### src/rtl/svc_rv_fwd_ex_cap_if.sv
// svc_rv EX forwarding bundle: pipeline-side inputs and forwarded results.
// The master modport drives operands and pipeline state; the slave is the unit.
interface svc_rv_fwd_ex_cap_if #(
  parameter int XLEN = 32,
  parameter int NRS  = 2
);
  logic [NRS*5-1:0]    rs_ex;
  logic [NRS*XLEN-1:0] rs_data_ex;
  logic [4:0]          rd_mem;
  logic                reg_write_mem;
  logic [2:0]          res_src_mem;
  logic [XLEN-1:0]     result_mem;
  logic [XLEN-1:0]     load_data_mem;
  logic [4:0]          rd_wb;
  logic                reg_write_wb;
  logic [XLEN-1:0]     result_wb;
  logic                mc_start;
  logic                mc_done;
  logic [NRS*XLEN-1:0] fwd_data_ex;
  logic                fwd_stall;
  logic                mc_active;

  modport master (
    output rs_ex, rs_data_ex,
    output rd_mem, reg_write_mem, res_src_mem,
    output result_mem, load_data_mem,
    output rd_wb, reg_write_wb, result_wb,
    output mc_start, mc_done,
    input  fwd_data_ex, fwd_stall, mc_active
  );

  modport slave (
    input  rs_ex, rs_data_ex,
    input  rd_mem, reg_write_mem, res_src_mem,
    input  result_mem, load_data_mem,
    input  rd_wb, reg_write_wb, result_wb,
    input  mc_start, mc_done,
    output fwd_data_ex, fwd_stall, mc_active
  );
endinterface

### src/rtl/svc_rv_fwd_ex_cap.sv
// svc_rv EX operand forwarding with multi-cycle operand capture.
// Optional SVC_RV_FWD_STATS_EN adds saturating forward/stall counters.
module svc_rv_fwd_ex_cap #(
  parameter int XLEN     = 32,
  parameter int NRS      = 2,
  parameter int MEM_TYPE = 0,
  parameter int WB_FWD   = 1
) (
  input logic clk,
  input logic rst,
  svc_rv_fwd_ex_cap_if.slave bus
`ifdef SVC_RV_FWD_STATS_EN
  ,
  output logic [31:0] stat_fwd_cnt,
  output logic [31:0] stat_stall_cnt
`endif
);

  typedef enum logic {
    IDLE,
    BUSY
  } state_t;

  state_t state_q;
  state_t state_d;
  logic   cap_en;

  logic [XLEN-1:0] cap_q    [NRS];
  logic [XLEN-1:0] fwd_comb [NRS];
  logic [NRS-1:0]  stall_op;
  logic [NRS-1:0]  fwd_op;
  logic            raw_stall;
  logic            mem_ok;
  logic [XLEN-1:0] mem_val;

  // Which MEM results exist in time to forward
  always_comb begin
    mem_ok  = 1'b0;
    mem_val = bus.result_mem;
    unique case (1'b1)
      bus.res_src_mem == 3'd0,
      bus.res_src_mem == 3'd2,
      bus.res_src_mem == 3'd3: mem_ok = 1'b1;
      bus.res_src_mem == 3'd1: begin
        mem_ok  = (MEM_TYPE == 0);
        mem_val = bus.load_data_mem;
      end
      default: mem_ok = 1'b0;
    endcase
  end

  always_comb begin
    logic [4:0] rs;
    logic       mem_hit;
    logic       wb_hit;
    for (int i = 0; i < NRS; i++) begin
      rs          = bus.rs_ex[5*i+:5];
      mem_hit     = bus.reg_write_mem &&
                    bus.rd_mem != 5'd0 &&
                    bus.rd_mem == rs && rs != 5'd0;
      wb_hit      = (WB_FWD != 0) && bus.reg_write_wb &&
                    bus.rd_wb != 5'd0 &&
                    bus.rd_wb == rs && rs != 5'd0;
      fwd_comb[i] = bus.rs_data_ex[XLEN*i+:XLEN];
      stall_op[i] = 1'b0;
      fwd_op[i]   = 1'b0;
      if (mem_hit && mem_ok) begin
        fwd_comb[i] = mem_val;
        fwd_op[i]   = 1'b1;
      end else begin
        stall_op[i] = mem_hit;
        if (wb_hit) begin
          fwd_comb[i] = bus.result_wb;
          fwd_op[i]   = 1'b1;
        end
      end
    end
  end

  assign raw_stall = |stall_op;

  always_comb begin
    state_d = state_q;
    cap_en  = 1'b0;
    unique case (state_q)
      IDLE: begin
        if (bus.mc_start && !raw_stall && !bus.mc_done) begin
          state_d = BUSY;
          cap_en  = 1'b1;
        end
      end
      BUSY: begin
        if (bus.mc_done && !bus.mc_start) begin
          state_d = IDLE;
        end else if (bus.mc_done && bus.mc_start) begin
          cap_en = 1'b1;
        end
      end
      default: state_d = IDLE;
    endcase
  end

  always_ff @(posedge clk) begin
    if (rst) begin
      state_q <= IDLE;
    end else begin
      state_q <= state_d;
    end
  end

  always_ff @(posedge clk) begin
    if (rst) begin
      for (int i = 0; i < NRS; i++) cap_q[i] <= '0;
    end else if (cap_en) begin
      for (int i = 0; i < NRS; i++) cap_q[i] <= fwd_comb[i];
    end
  end

  always_comb begin
    bus.fwd_data_ex = '0;
    for (int i = 0; i < NRS; i++) begin
      bus.fwd_data_ex[XLEN*i+:XLEN] =
        (state_q == BUSY) ? cap_q[i] : fwd_comb[i];
    end
  end

  assign bus.fwd_stall = raw_stall && (state_q == IDLE);
  assign bus.mc_active = (state_q == BUSY);

`ifdef SVC_RV_FWD_STATS_EN
  always_ff @(posedge clk) begin
    if (rst) begin
      stat_fwd_cnt   <= '0;
      stat_stall_cnt <= '0;
    end else begin
      if (state_q == IDLE && |fwd_op && stat_fwd_cnt != '1)
        stat_fwd_cnt <= stat_fwd_cnt + 32'd1;
      if (bus.fwd_stall && stat_stall_cnt != '1)
        stat_stall_cnt <= stat_stall_cnt + 32'd1;
    end
  end
`endif

endmodule

### src/flat_wrapper.sv
// flat-port wrapper written by rule: the top's interface ports become plain ports
module svc_rv_fwd_ex_cap_flat 
#(
  parameter int XLEN     = 32,
  parameter int NRS      = 2,
  parameter int MEM_TYPE = 0,
  parameter int WB_FWD   = 1
)
  (clk, rst, bus_rs_ex, bus_rs_data_ex, bus_rd_mem, bus_reg_write_mem, bus_res_src_mem, bus_result_mem, bus_load_data_mem, bus_rd_wb, bus_reg_write_wb, bus_result_wb, bus_mc_start, bus_mc_done, bus_fwd_data_ex, bus_fwd_stall, bus_mc_active);
  svc_rv_fwd_ex_cap_if #(.XLEN(XLEN), .NRS(NRS)) bus_i ();
  input logic clk;
  input logic rst;
  input wire logic [$bits(bus_i.rs_ex)-1:0] bus_rs_ex;
  input wire logic [$bits(bus_i.rs_data_ex)-1:0] bus_rs_data_ex;
  input wire logic [$bits(bus_i.rd_mem)-1:0] bus_rd_mem;
  input wire logic [$bits(bus_i.reg_write_mem)-1:0] bus_reg_write_mem;
  input wire logic [$bits(bus_i.res_src_mem)-1:0] bus_res_src_mem;
  input wire logic [$bits(bus_i.result_mem)-1:0] bus_result_mem;
  input wire logic [$bits(bus_i.load_data_mem)-1:0] bus_load_data_mem;
  input wire logic [$bits(bus_i.rd_wb)-1:0] bus_rd_wb;
  input wire logic [$bits(bus_i.reg_write_wb)-1:0] bus_reg_write_wb;
  input wire logic [$bits(bus_i.result_wb)-1:0] bus_result_wb;
  input wire logic [$bits(bus_i.mc_start)-1:0] bus_mc_start;
  input wire logic [$bits(bus_i.mc_done)-1:0] bus_mc_done;
  output wire logic [$bits(bus_i.fwd_data_ex)-1:0] bus_fwd_data_ex;
  output wire logic [$bits(bus_i.fwd_stall)-1:0] bus_fwd_stall;
  output wire logic [$bits(bus_i.mc_active)-1:0] bus_mc_active;
  assign bus_i.rs_ex = bus_rs_ex;
  assign bus_i.rs_data_ex = bus_rs_data_ex;
  assign bus_i.rd_mem = bus_rd_mem;
  assign bus_i.reg_write_mem = bus_reg_write_mem;
  assign bus_i.res_src_mem = bus_res_src_mem;
  assign bus_i.result_mem = bus_result_mem;
  assign bus_i.load_data_mem = bus_load_data_mem;
  assign bus_i.rd_wb = bus_rd_wb;
  assign bus_i.reg_write_wb = bus_reg_write_wb;
  assign bus_i.result_wb = bus_result_wb;
  assign bus_i.mc_start = bus_mc_start;
  assign bus_i.mc_done = bus_mc_done;
  assign bus_fwd_data_ex = bus_i.fwd_data_ex;
  assign bus_fwd_stall = bus_i.fwd_stall;
  assign bus_mc_active = bus_i.mc_active;
  svc_rv_fwd_ex_cap #(.XLEN(XLEN), .NRS(NRS), .MEM_TYPE(MEM_TYPE), .WB_FWD(WB_FWD)) u_core (.clk(clk), .rst(rst), .bus(bus_i));
endmodule
### config.mk
export PLATFORM = sky130hd
export DESIGN_NAME = svc_rv_fwd_ex_cap_flat
export DESIGN_NICKNAME = d
export VERILOG_FILES = /design/src/rtl/svc_rv_fwd_ex_cap_if.sv /design/src/rtl/svc_rv_fwd_ex_cap.sv /design/src/flat_wrapper.sv
export SDC_FILE = /design/constraint.sdc
export NUM_CORES = 1
export LEC_CHECK = 0
export CAP_MARGIN = 40
export CORE_MARGIN = 5
export CORE_UTILIZATION = 44
export CTS_CLUSTER_DIAMETER = 80
export DETAILED_ROUTE_END_ITERATION = 7
export GPL_TIMING_DRIVEN = 0
export PLACE_DENSITY = 0.95
export SLEW_MARGIN = 20
export SYNTH_ARGS = -nofsm -noshare
export SYNTH_HDL_FRONTEND = slang
export SYNTH_SLANG_ARGS = --single-unit
### constraint.sdc
create_clock -name clk -period 23 [get_ports clk]
set_input_delay 5.75 -clock clk [delete_from_list [all_inputs] [get_ports clk]]
set_output_delay 5.75 -clock clk [all_outputs]
set_load 0.005 [all_outputs]
## Word-level counts from Yosys, hierarchy flattened

Memory sizes are Yosys's and may differ from the RTL's.
Cells that the tools add are included.

| word-level totals | value |
|---|---|
| register bits | 1 |
| bits in latches | 0 |
| bits in writable memories | 64 |
| memory bits (read-only) | 0 |
| input port bits | 189 |
| output and inout bits | 66 |
| word-level logic and storage cells | 62 |
| memories kept | 1 |

| cells by class | value |
|---|---|
| add/sub/neg operators | 0 |
| $mul | 0 |
| divide/modulo/power cells | 0 |
| magnitude comparators | 0 |
| equal/unequal tests | 7 |
| shifts and indexed selects | 0 |
| multiplexer cells | 23 |
| bitwise logic cells | 3 |
| reduce and logical (&&, ||, !) cells | 27 |

Memories:

| memory | depth | bits a word | rd ports | clocked after Yosys merged registers in | write ports | RTL line | RTL |
|---|---|---|---|---|---|---|---|
| u_core.cap_q | 2 | 32 | 2 | 0 | 2 | svc_rv_fwd_ex_cap.sv:28 | `logic [XLEN-1:0] cap_q [NRS];` |

Operator list:

| operator | number |
|---|---|
| 2-to-1 mux 32 bit | 9 |
| == test 5 bit | 4 |
| nonzero test 5 bit | 4 |
| logical AND 1 bit | 17 |
| 2-to-1 mux 1 bit | 12 |
| == test 3 x 2 -> 1 bit, second input constant | 2 |
| case mux 1 bit (2 select lines) | 2 |
| OR reduction 4 bit | 1 |
| == test 3 x 1 -> 1 bit, second input constant | 1 |
| logical NOT 1 bit | 3 |
| logical NOT 3 bit | 1 |
| bitwise OR 1 bit | 2 |
| OR reduction 2 bit | 1 |
| inverter 1 bit | 1 |

## Depth between registers and ports, before layout

Gate-level depths: netlist (run 1).

| depth | value |
|---|---|
| depth after elaboration | 16 |
| gate-level depth with buffers | 9 |
| mapped depth without buffers | 6 |

## Worst setup path after synthesis (run 1)

OpenSTA, ideal clock, no wires.

| timing path | value |
|---|---|
| path kind | input to output |
| start | input bus_rd_wb[0] |
| end | output bus_fwd_data_ex[60] |
| arrival | 7.321 ns |
| slack | 9.929 ns |
| stages | 8 |
| cell sequence | or4_1 -> o21ai_2 -> or4_1 -> buf_6 -> buf_8 -> mux2_4 -> o21ai_2 -> o21ai_1 |

| on the way | value |
|---|---|
| word-level cells in the longest chain between the ends | 7 |
| elaborated cells between the ends (all ways) | 8 |

RTL lines:

| what | RTL line | RTL |
|---|---|---|
| start: declaration | flat_wrapper.sv:20 | `input wire logic [$bits(bus_i.rd_wb)-1:0] bus_rd_wb;` |
| nonzero test 5 bit | svc_rv_fwd_ex_cap.sv:62 | `bus.rd_wb != 5'd0 &&` |
| logical AND 1 bit | svc_rv_fwd_ex_cap.sv:61 | `wb_hit = (WB_FWD != 0) && bus.reg_write_wb &&` |
| logical AND 1 bit (*) | svc_rv_fwd_ex_cap.sv:62 |  |
| logical AND 1 bit (*) | svc_rv_fwd_ex_cap.sv:63 | `bus.rd_wb == rs && rs != 5'd0;` |
| 2-to-1 mux 32 bit (*) | svc_rv_fwd_ex_cap.sv:72 | `if (wb_hit) begin` |
| 2-to-1 mux 32 bit (*) | svc_rv_fwd_ex_cap.sv:67 | `if (mem_hit && mem_ok) begin` |
| 2-to-1 mux 32 bit (*) | svc_rv_fwd_ex_cap.sv:123 | `(state_q == BUSY) ? cap_q[i] : fwd_comb[i];` |
| end: declaration | flat_wrapper.sv:25 | `output wire logic [$bits(bus_i.fwd_data_ex)-1:0] bus_fwd_data_ex;` |

Mark *: on every way between the ends. The rest lies on a longest branch, timed or not.

## Final worst setup path (run 1)

| timing path | value |
|---|---|
| start | input bus_rd_wb[0] |
| end | output bus_fwd_data_ex[58] |

Same word-level chain as after synthesis.

==> out/results.tsv, run 1 <==
metric	value	unit
status	complete, no violations	
Placeable Area	10900	sq um
WL final	21.4	mm
Fillers	852	
Initial Utilization	0.452	
total clock buffers created by CTS	9	
top post-synthesis cells by area	edfxtp_1 39%, nand2_1 10%, a22o_1 9.8%, mux2i_1 6.5%, a21oi_1 5.8%	
Cell variety after synth	33	
Boundary Pins	255	
Non-Filler Instances	1005	
max_cap viols	0	
register area share after synthesis	0.393	
final total power	394	uW
number of cell rows	38	
top cell type's share of synthesized area	0.389	
Post-Place Setup Slack	8.31	ns
ys flop type	edfxtp_1	
Max rail drop VDD	27.3	uV
Inst Count DP	989	
RSZ-0062 raised after global routing	no	
Tcrit/Tclk final	0.648	
Mapped Nets	779	
hold path cells	4	
# diodes	0	
CTS H-tree depth	3	
critical path class	in2out	
Clk Latency, worst-skew pair	0.33	ns
crit start category	primary input	
Hold EP	u_core.bus.mc_active	
Post-synth top cells	133 x nand2_1, 65 x nor2_1, 64 x edfxtp_1	
hold_buf cts	0	
CTS root buf	clkbuf_16	
register bit total from synthesis	65	
fraction of layout cells with a size suffix above 1	0.0578	
GRT Total Usage	0.308	
die area	13400	sq um
Clock Skews	0.00408	ns
CP max stage cell	nor4_2	
final period demand of the worst path	14.90	ns
crit path DAT	9.15	ns
drc violations	0	
most frequent CP cell	clkdlybuf4s50_1	
Worst R2R Start	u_core.bus.mc_active	
Crit path required time	17.25	ns
first-pass GRT wire length	31.7	mm
setup ws final	8.10	ns
Die W	116	microns
Final HPWL DP	16.4	mm
area growth from synthesis to layout	62.7	%
relative slew slack	0.393	
crit-path max cell delay	0.81	ns
# clock sinks	65	
CTS resizes	0	
global placement routability congestion	0.920	
drt pass-1 iters	7	
Vias	5998	
number of global-route vias before repair	5968	
CTS clk-pin slew, worst paths	0.05	ns
routed len/inst	21.3	microns
die height	116	microns
cell leakage power	0.00302	uW
CTS tree	yes	
worst path cell trace	clkdlybuf4s50_1 -> or4_1 -> o21ai_2 -> nor4_2 -> clkbuf_1 -> a21oi_1 -> a22o_1 -> o21ai_1 -> clkdlybuf4s50_1	
setup TNS	0	ns
Synth area leader	edfxtp_1	
most frequent cell after synthesis	nand2_1	
Post-Synthesis Cells	590	
post-route design area	8040	sq um
Max clock buf depth	2	
EDFF count, synth	64	
Yosys Warn Count	0	
largest net degree at the start of global routing	25	
post-synthesis async set-or-reset flop share	0	
initial antenna violation count	0	
worst-margin pin slew	0.903	ns
Pwr per Cell Area	49.0	nW/um^2
Worst Reg-to-Reg Cells	8	
mapped cell area	4940	sq um
drt initial violations	723	
worst reg2reg path endpoint	u_core.cap_q[0][38]	
Reg2Reg Setup Slack	20.55	ns
Net count, final	1049	
post-route ant nets	0	
final setup fails	0	
Final Max Tran Viols	0	
Congestion Overflow GR	0	
IO Port Bufs	254	
min-delay src	u_core.bus.mc_active	
Post-CTS Setup Inserts	0	
DP Area	7760	sq um
Final Hold Vio Count	0	
vias per inst	5.97	
Avg Cell Area, Syn	8.37	sq um
Worst Setup End Kind	output pin	
Worst Hold Class	reg2reg	
fmax	0.0671	GHz
CP max FO	10	
report_power, final:
part | internal, uW | switching, uW | total, uW
Sequential | 141 | 2.50 | 143
Clock | 82.7 | 49.2 | 132
Combinational | 68.2 | 50.4 | 119
Total | 291 | 102 | 394
final cells by class:
class	count	area [sq um]	area share
flip-flops and latches	65	1940	0.242
plain buffers	50	254	0.0316
inverters	2	7.51	0.000934
well taps	140	175	0.0218
clock inverters	5	46.3	0.00576
repair buffers	259	2630	0.327
multi-input cells	473	2750	0.342
clock buffers	11	233	0.0290
flip-flops by register name, indices dropped and copies added (netlist names):
register and count:
u_core.cap_q 64, u_core.bus.mc_active 1
stage by stage:
stage / util / hold slack [ns]
final: 0.735 / 1.14
after global placement: 0.700 / 1.10
after global routing: 0.735 / 1.22
after CTS: 0.735 / 1.15
after detailed placement: 0.709 / 1.15
after floorplan: - / 0.837
critical path: cells and delay by family:
family	cells	cell delay [ns]
buffers and inverters	3	1.68
and+or+nand+nor	2	0.97
AOI/OAI and AO/OA	4	0.73
how the worst max path moves through the flow:
stage,slack (ns),end,start
CTS,8.23,bus_fwd_data_ex[58],bus_rd_wb[2]
detailed placement,8.31,bus_fwd_data_ex[27],bus_rs_ex[3]
global route,8.04,bus_fwd_data_ex[58],bus_rd_wb[2]
finish,8.10,bus_fwd_data_ex[58],bus_rd_wb[0]
global placement,8.31,bus_fwd_data_ex[28],bus_rs_ex[1]
floorplan,9.93,bus_fwd_data_ex[60],bus_rd_wb[0]
placed cells by master (no fill, tap or decap), types with 2 or more instances in the layout:
| cell type | n |
|---|---|
| nor2_4 | 2 |
| a22o_1 | 55 |
| nor4_4 | 2 |
| inv_1 | 2 |
| mux2i_1 | 32 |
| o21ai_0 | 20 |
| edfxtp_1 | 64 |
| clkinv_1 | 3 |
| buf_16 | 2 |
| buf_2 | 5 |
| nand3_1 | 5 |
| a21oi_1 | 57 |
| or4_4 | 2 |
| buf_8 | 3 |
| buf_6 | 6 |
| nor3_1 | 3 |
| o21ai_1 | 51 |
| mux2_4 | 2 |
| nand2_1 | 133 |
| clkbuf_1 | 39 |
| o21ai_2 | 4 |
| or4_1 | 4 |
| clkdlybuf4s50_1 | 254 |
| mux2_2 | 7 |
| xnor2_1 | 20 |
| nor2_1 | 65 |
| clkbuf_16 | 9 |
cell families (layout without fill, tap and decap cells):
| family | count (synthesis) | count (layout) | share of synthesized area |
|---|---|---|---|
| DFF | 65 | 65 | 0.393 |
| AOI/OAI and AO/OA | 192 | 192 | 0.242 |
| buffers and inverters | 52 | 327 | 0.0529 |
| xor gates and xnor gates | 20 | 20 | 0.0355 |
| muxes | 41 | 41 | 0.0869 |
| and+or+nand+nor | 220 | 220 | 0.189 |
layer usage:
layer  share of wire  track usage  vias up
met5               0            0        -
met4           0.038        0.132        0
met3            0.12       0.0637       72
met2            0.49        0.546      426
met1            0.35        0.360     2832
li1                -            -     2668
Note: power is estimated with default switching activity, not from simulation.
==> inputs of run 2 (changes only) <==
- CORE_UTILIZATION: 44 -> 41
- PLACE_DENSITY: 0.95 -> 0.91
- clock period: 23 -> 15.5 ns (I/O delays scaled with it)
==> out/results.tsv, run 2 (synthesis results as in run 1) <==
metric	value	unit
number of global-route vias before repair	5940	
max_cap viols	0	
number of cell rows	40	
global placement routability congestion	0.900	
hold path cells	4	
initial antenna violation count	0	
max reg flops	64	
Worst Hold Class	reg2reg	
Hold WS	1.06	ns
drc violations	0	
CTS H-tree depth	3	
Placeable Area	11900	sq um
RSZ-0062 raised after global routing	no	
Non-Filler Instances	1012	
fraction of layout cells with a size suffix above 1	0.0613	
area growth from synthesis to layout	64.3	%
Die W	120	microns
Worst Reg-to-Reg Cells	8	
Post-Place Setup Slack	4.44	ns
# clock sinks	65	
worst-margin pin slew	0.780	ns
crit path DAT	7.19	ns
setup ws final	4.44	ns
Final Max Tran Viols	0	
Net count, final	1051	
commonest non-fill, non-tap cell in the layout	clkdlybuf4s50_1	
Crit path required time	11.62	ns
Vias	5789	
setup TNS	0	ns
post-route ant nets	0	
die area	14300	sq um
IO Port Bufs	254	
cell leakage power	0.00305	uW
hold_buf cts	0	
Final Hold Vio Count	0	
drt initial violations	568	
CP max FO	10	
Congestion Overflow GR	0	
fmax	0.0904	GHz
routed len/inst	21.1	microns
CTS resizes	0	
vias per inst	5.72	
drt pass-1 iters	5	
Pwr per Cell Area	75.9	nW/um^2
CTS clk-pin slew, worst paths	0.06	ns
Initial Utilization	0.415	
die height	120	microns
critical path class	in2out	
largest net degree at the start of global routing	26	
# diodes	0	
Worst Setup End Kind	output pin	
Post-CTS Setup Inserts	0	
crit start category	primary input	
total clock buffers created by CTS	9	
first-pass GRT wire length	32.0	mm
Clk Latency, worst-skew pair	0.33	ns
Inst Count DP	997	
status	complete, no violations	
Max rail drop VDD	55.7	uV
Max clock buf depth	2	
most frequent cells in the layout	254 x clkdlybuf4s50_1, 133 x nand2_1, 65 x nor2_1	
Clock Skews	0.00514	ns
Boundary Pins	255	
Tcrit/Tclk final	0.714	
Final HPWL DP	16.5	mm
CTS root buf	clkbuf_16	
Fillers	997	
CTS tree	yes	
final setup fails	0	
final period demand of the worst path	11.06	ns
Top reg by flops	u_core.cap_q	
relative slew slack	0.480	
GRT Total Usage	0.286	
WL final	21.3	mm
[run 2: per-layer routing]
metal | vias to the layer above | track usage | wire length (microns)
met5 | - | 0 | 0
met2 | 384 | 0.483 | 10300
met1 | 2682 | 0.349 | 8170
met4 | 0 | 0.107 | 697
li1 | 2673 | - | -
met3 | 50 | 0.0782 | 2190
[run 2: critical path, stage by stage]
cell and delay (ns):
clkdlybuf4s50_1 0.55, xnor2_1 0.15, nand3_1 0.13, nor4_2 0.52, clkbuf_2 0.29, clkbuf_1 0.52
a21oi_1 0.15, a22o_1 0.25, o21ai_1 0.19, clkdlybuf4s50_1 0.54
[run 2: power by group]
part / switching [uW] / internal (uW)
combinational: 74.3 / 102
sequential: 3.62 / 208
clock: 73.2 / 155
[run 2: final timing paths]
| kind | slack [ns] | endpoint | startpoint |
|---|---|---|---|
| setup / recovery | 4.44 | bus_fwd_data_ex[39] | bus_rs_ex[7] |
| setup reg to reg | 13.12 | u_core.cap_q[0][60] | u_core.bus.mc_active |
| hold / removal | 1.06 | u_core.bus.mc_active | u_core.bus.mc_active |
| hold reg to reg | 1.06 | u_core.bus.mc_active | u_core.bus.mc_active |
[run 2: layout make-up]
cell class              count  area (sq um)  share of cell area
plain buffers              50           254              0.0313
clock buffers              10           229              0.0282
clock inverters             4          93.8              0.0116
inverters                   2          7.51            0.000925
multi-input cells         473          2750               0.338
flip-flops and latches     65          1940               0.239
well taps                 147           184              0.0227
repair buffers            261          2660               0.328
[run 2: metrics by stage]
step / cell area (sq um) / util / power [uW]
3_3_place_gp: 7670 / 0.644 / 385
5_1_grt: 8120 / 0.682 / 637
6_report: 8120 / 0.682 / 617
4_1_cts: 8110 / 0.681 / 615
3_5_place_dp: 7790 / 0.654 / 390
2_1_floorplan: 4940 / - / 280
==> RTL edit, RTL diff (flow settings as in run 1) <==
`NRS` is set to 2 in 3 places; all go to 1.
--- a/src/rtl/svc_rv_fwd_ex_cap_if.sv
+++ b/src/rtl/svc_rv_fwd_ex_cap_if.sv
@@ -2,7 +2,7 @@
 // The master modport drives operands and pipeline state; the slave is the unit.
 interface svc_rv_fwd_ex_cap_if #(
   parameter int XLEN = 32,
-  parameter int NRS  = 2
+  parameter int NRS  = 1
 );
   logic [NRS*5-1:0]    rs_ex;
   logic [NRS*XLEN-1:0] rs_data_ex;
--- a/src/rtl/svc_rv_fwd_ex_cap.sv
+++ b/src/rtl/svc_rv_fwd_ex_cap.sv
@@ -2,7 +2,7 @@
 // Optional SVC_RV_FWD_STATS_EN adds saturating forward/stall counters.
 module svc_rv_fwd_ex_cap #(
   parameter int XLEN     = 32,
-  parameter int NRS      = 2,
+  parameter int NRS      = 1,
   parameter int MEM_TYPE = 0,
   parameter int WB_FWD   = 1
 ) (
--- a/src/flat_wrapper.sv
+++ b/src/flat_wrapper.sv
@@ -2,7 +2,7 @@
 module svc_rv_fwd_ex_cap_flat 
 #(
   parameter int XLEN     = 32,
-  parameter int NRS      = 2,
+  parameter int NRS      = 1,
   parameter int MEM_TYPE = 0,
   parameter int WB_FWD   = 1
 )
Ports: changed (resized bus_fwd_data_ex, bus_rs_data_ex and bus_rs_ex); port bits go from 255 to 186. The function was not compared with the original's and may differ.
==> RTL edit against run 1 <==
- combinational power fell by 36%
- total power decreased by 51%
- sequential cell count is 32 lower
- register-to-register slack better by 0.27 ns
- routed wire length shrank 43%
- setup slack gained 0.57 ns
- utilization up 2.7 points
- final area decreased by 35%
- synthesized area fell by 36%
==> RTL edit: results (changes against run 1) <==
status=complete, no violations; inverters=3 (+1); layout cells sized above 1=13.2% (+7.4 points); slowest CP cell=nor3b_2; count of multi-input gates=258 (-45%); postcts setup bufs=0 (unchanged); CTS sink cnt=33 (-49%); synthesized cell area=0.00314 mm² (-36%); R2R setup slack=20.82 ns (+0.27 ns); Post-synth EDFFs=32 (-50%); FF-to-FF Start=u_core.bus.mc_active$_SDFF_PP0_; Synth Net Count=480 (-38%); Worst R2R End=u_core.cap_q[0][31]$_SDFFCE_PN0P_; Iter 0 DRT Violations=179 (-75%); Pleak=1.79 nW (-41%); CTS HTree Levels=2 (-1); Hold Slack=1.07 ns (-0.0705 ns); Multi-input gate area=0.00194 mm² (-29%); Clock Skew=0.00242 ns (-0.00165 ns); top_reg_cell synth=edfxtp_1; placed cells=610 (-38%); first-pass GRT wire length=19000 µm (-40%); filler cell count=484 (-43%); worst skew pair latency=0.29 ns (-0.04 ns); worst-case reg-to-reg path depth=5 (-3); total track usage=27.1% (-3.7 points); CLK BUF=6 (-5); data arrival time of the worst path=8.58 ns (-0.57 ns); clock-cell share of area=1.58% (-1.9 points); post-synthesis sequential area ratio=31.2% (-8.1 points); TritonCTS Buffers=5 (-4); register area=981 µm² (-49%); DP Area=0.00515 mm² (-34%); fin nets=673 (-36%); number of global-route vias before repair=3792 (-36%); Hold Path Class=flop to flop; ys async rst share=0% (unchanged); RD Place Congestion=0.848 (-7.9%); Crit path largest cell delay=0.64 ns (-0.17 ns); max reg flops=32 (-50%); routed wire length=12200 µm (-43%); Buffers excl. clock=220 (-29%); detailed-router iteration count before antenna repair=4 (-3); register fraction of the total cell area=18.7% (-5.4 points); worst vdd ir=21.7 µV (-20%); DR vias/cell=5.75 (-3.6%); I/O Buffers=185 (-27%); Synth Instances=328 (-44%); top cells by area, synth=edfxtp_1, a221oi_2, a211oi_1, o31ai_1, and2_1; Reg clk slew, reported paths=0.07 ns (+0.02 ns); NonClk Buf Share=40.1% (+4.2 points); Slew headroom=53.9% (+15 points); dpl ws=8.64 ns (+0.328 ns); largest net degree at the start of global routing=22 (-12%); fin cells=618 (-39%); Netlist cell types=37 (+12%); dpl hpwl=9580 µm (-42%); Root Driver=clkbuf_8
## RTL edit: changes by cell type in the layout (fill, tap and decap cells not counted), sizes merged, moves of 33 or more
| cell | before | now |
|---|---|---|
| clkdlybuf4s50 | 254 | 185 |
| and2 | 0 | 33 |
| a21oi | 57 | 2 |
| nor2 | 67 | 0 |
| a22o | 55 | 0 |
| o21ai | 76 | 5 |
| nand2 | 133 | 34 |
## RTL edit: where the power goes
group / switching [W] / internal, W
combinational: 0.0000288 / 0.0000470
sequential: 0.00000124 / 0.0000710
clock: 0.0000228 / 0.0000210
## RTL edit: kinds of logic (layout without fill, tap and decap cells)
family          after synthesis  after routing  synth area share [%]
buf+inv                      37            231                  7.36
flops                        33             33                  31.2
simple gates                145            145                  27.1
xor+xnor                      7              7                  1.95
compound gates              106            106                  32.4
## RTL edit: layer usage
metal | wire length (µm) | part of all wire [%] | GRT usage [%]
met1 | 4550 | 37 | 30.7
met2 | 6170 | 51 | 49.6
met3 | 1140 | 9.4 | 6.93
met4 | 303 | 2.5 | 8.77
met5 | 0 | 0 | 0
## RTL edit: worst max-delay path by stage
stage,startpoint,endpoint,slack [ns],depth (start not counted)
6_report,bus_res_src_mem[2],bus_fwd_data_ex[5],8.67,7
5_1_grt,bus_res_src_mem[2],bus_fwd_data_ex[28],8.53,7
4_1_cts,bus_res_src_mem[2],bus_fwd_data_ex[28],8.62,7
3_5_place_dp,bus_res_src_mem[2],bus_fwd_data_ex[28],8.64,7
3_3_place_gp,bus_res_src_mem[2],bus_fwd_data_ex[5],8.72,7
2_1_floorplan,bus_rs_ex[4],bus_fwd_data_ex[10],10.28,7
## RTL edit: worst max-delay path: cells and delay by family
family                 cells  cell delay (ns)
buffers and inverters      4             1.73
and+or+nand+nor            1             0.64
AOI/OAI and AO/OA          2             0.46
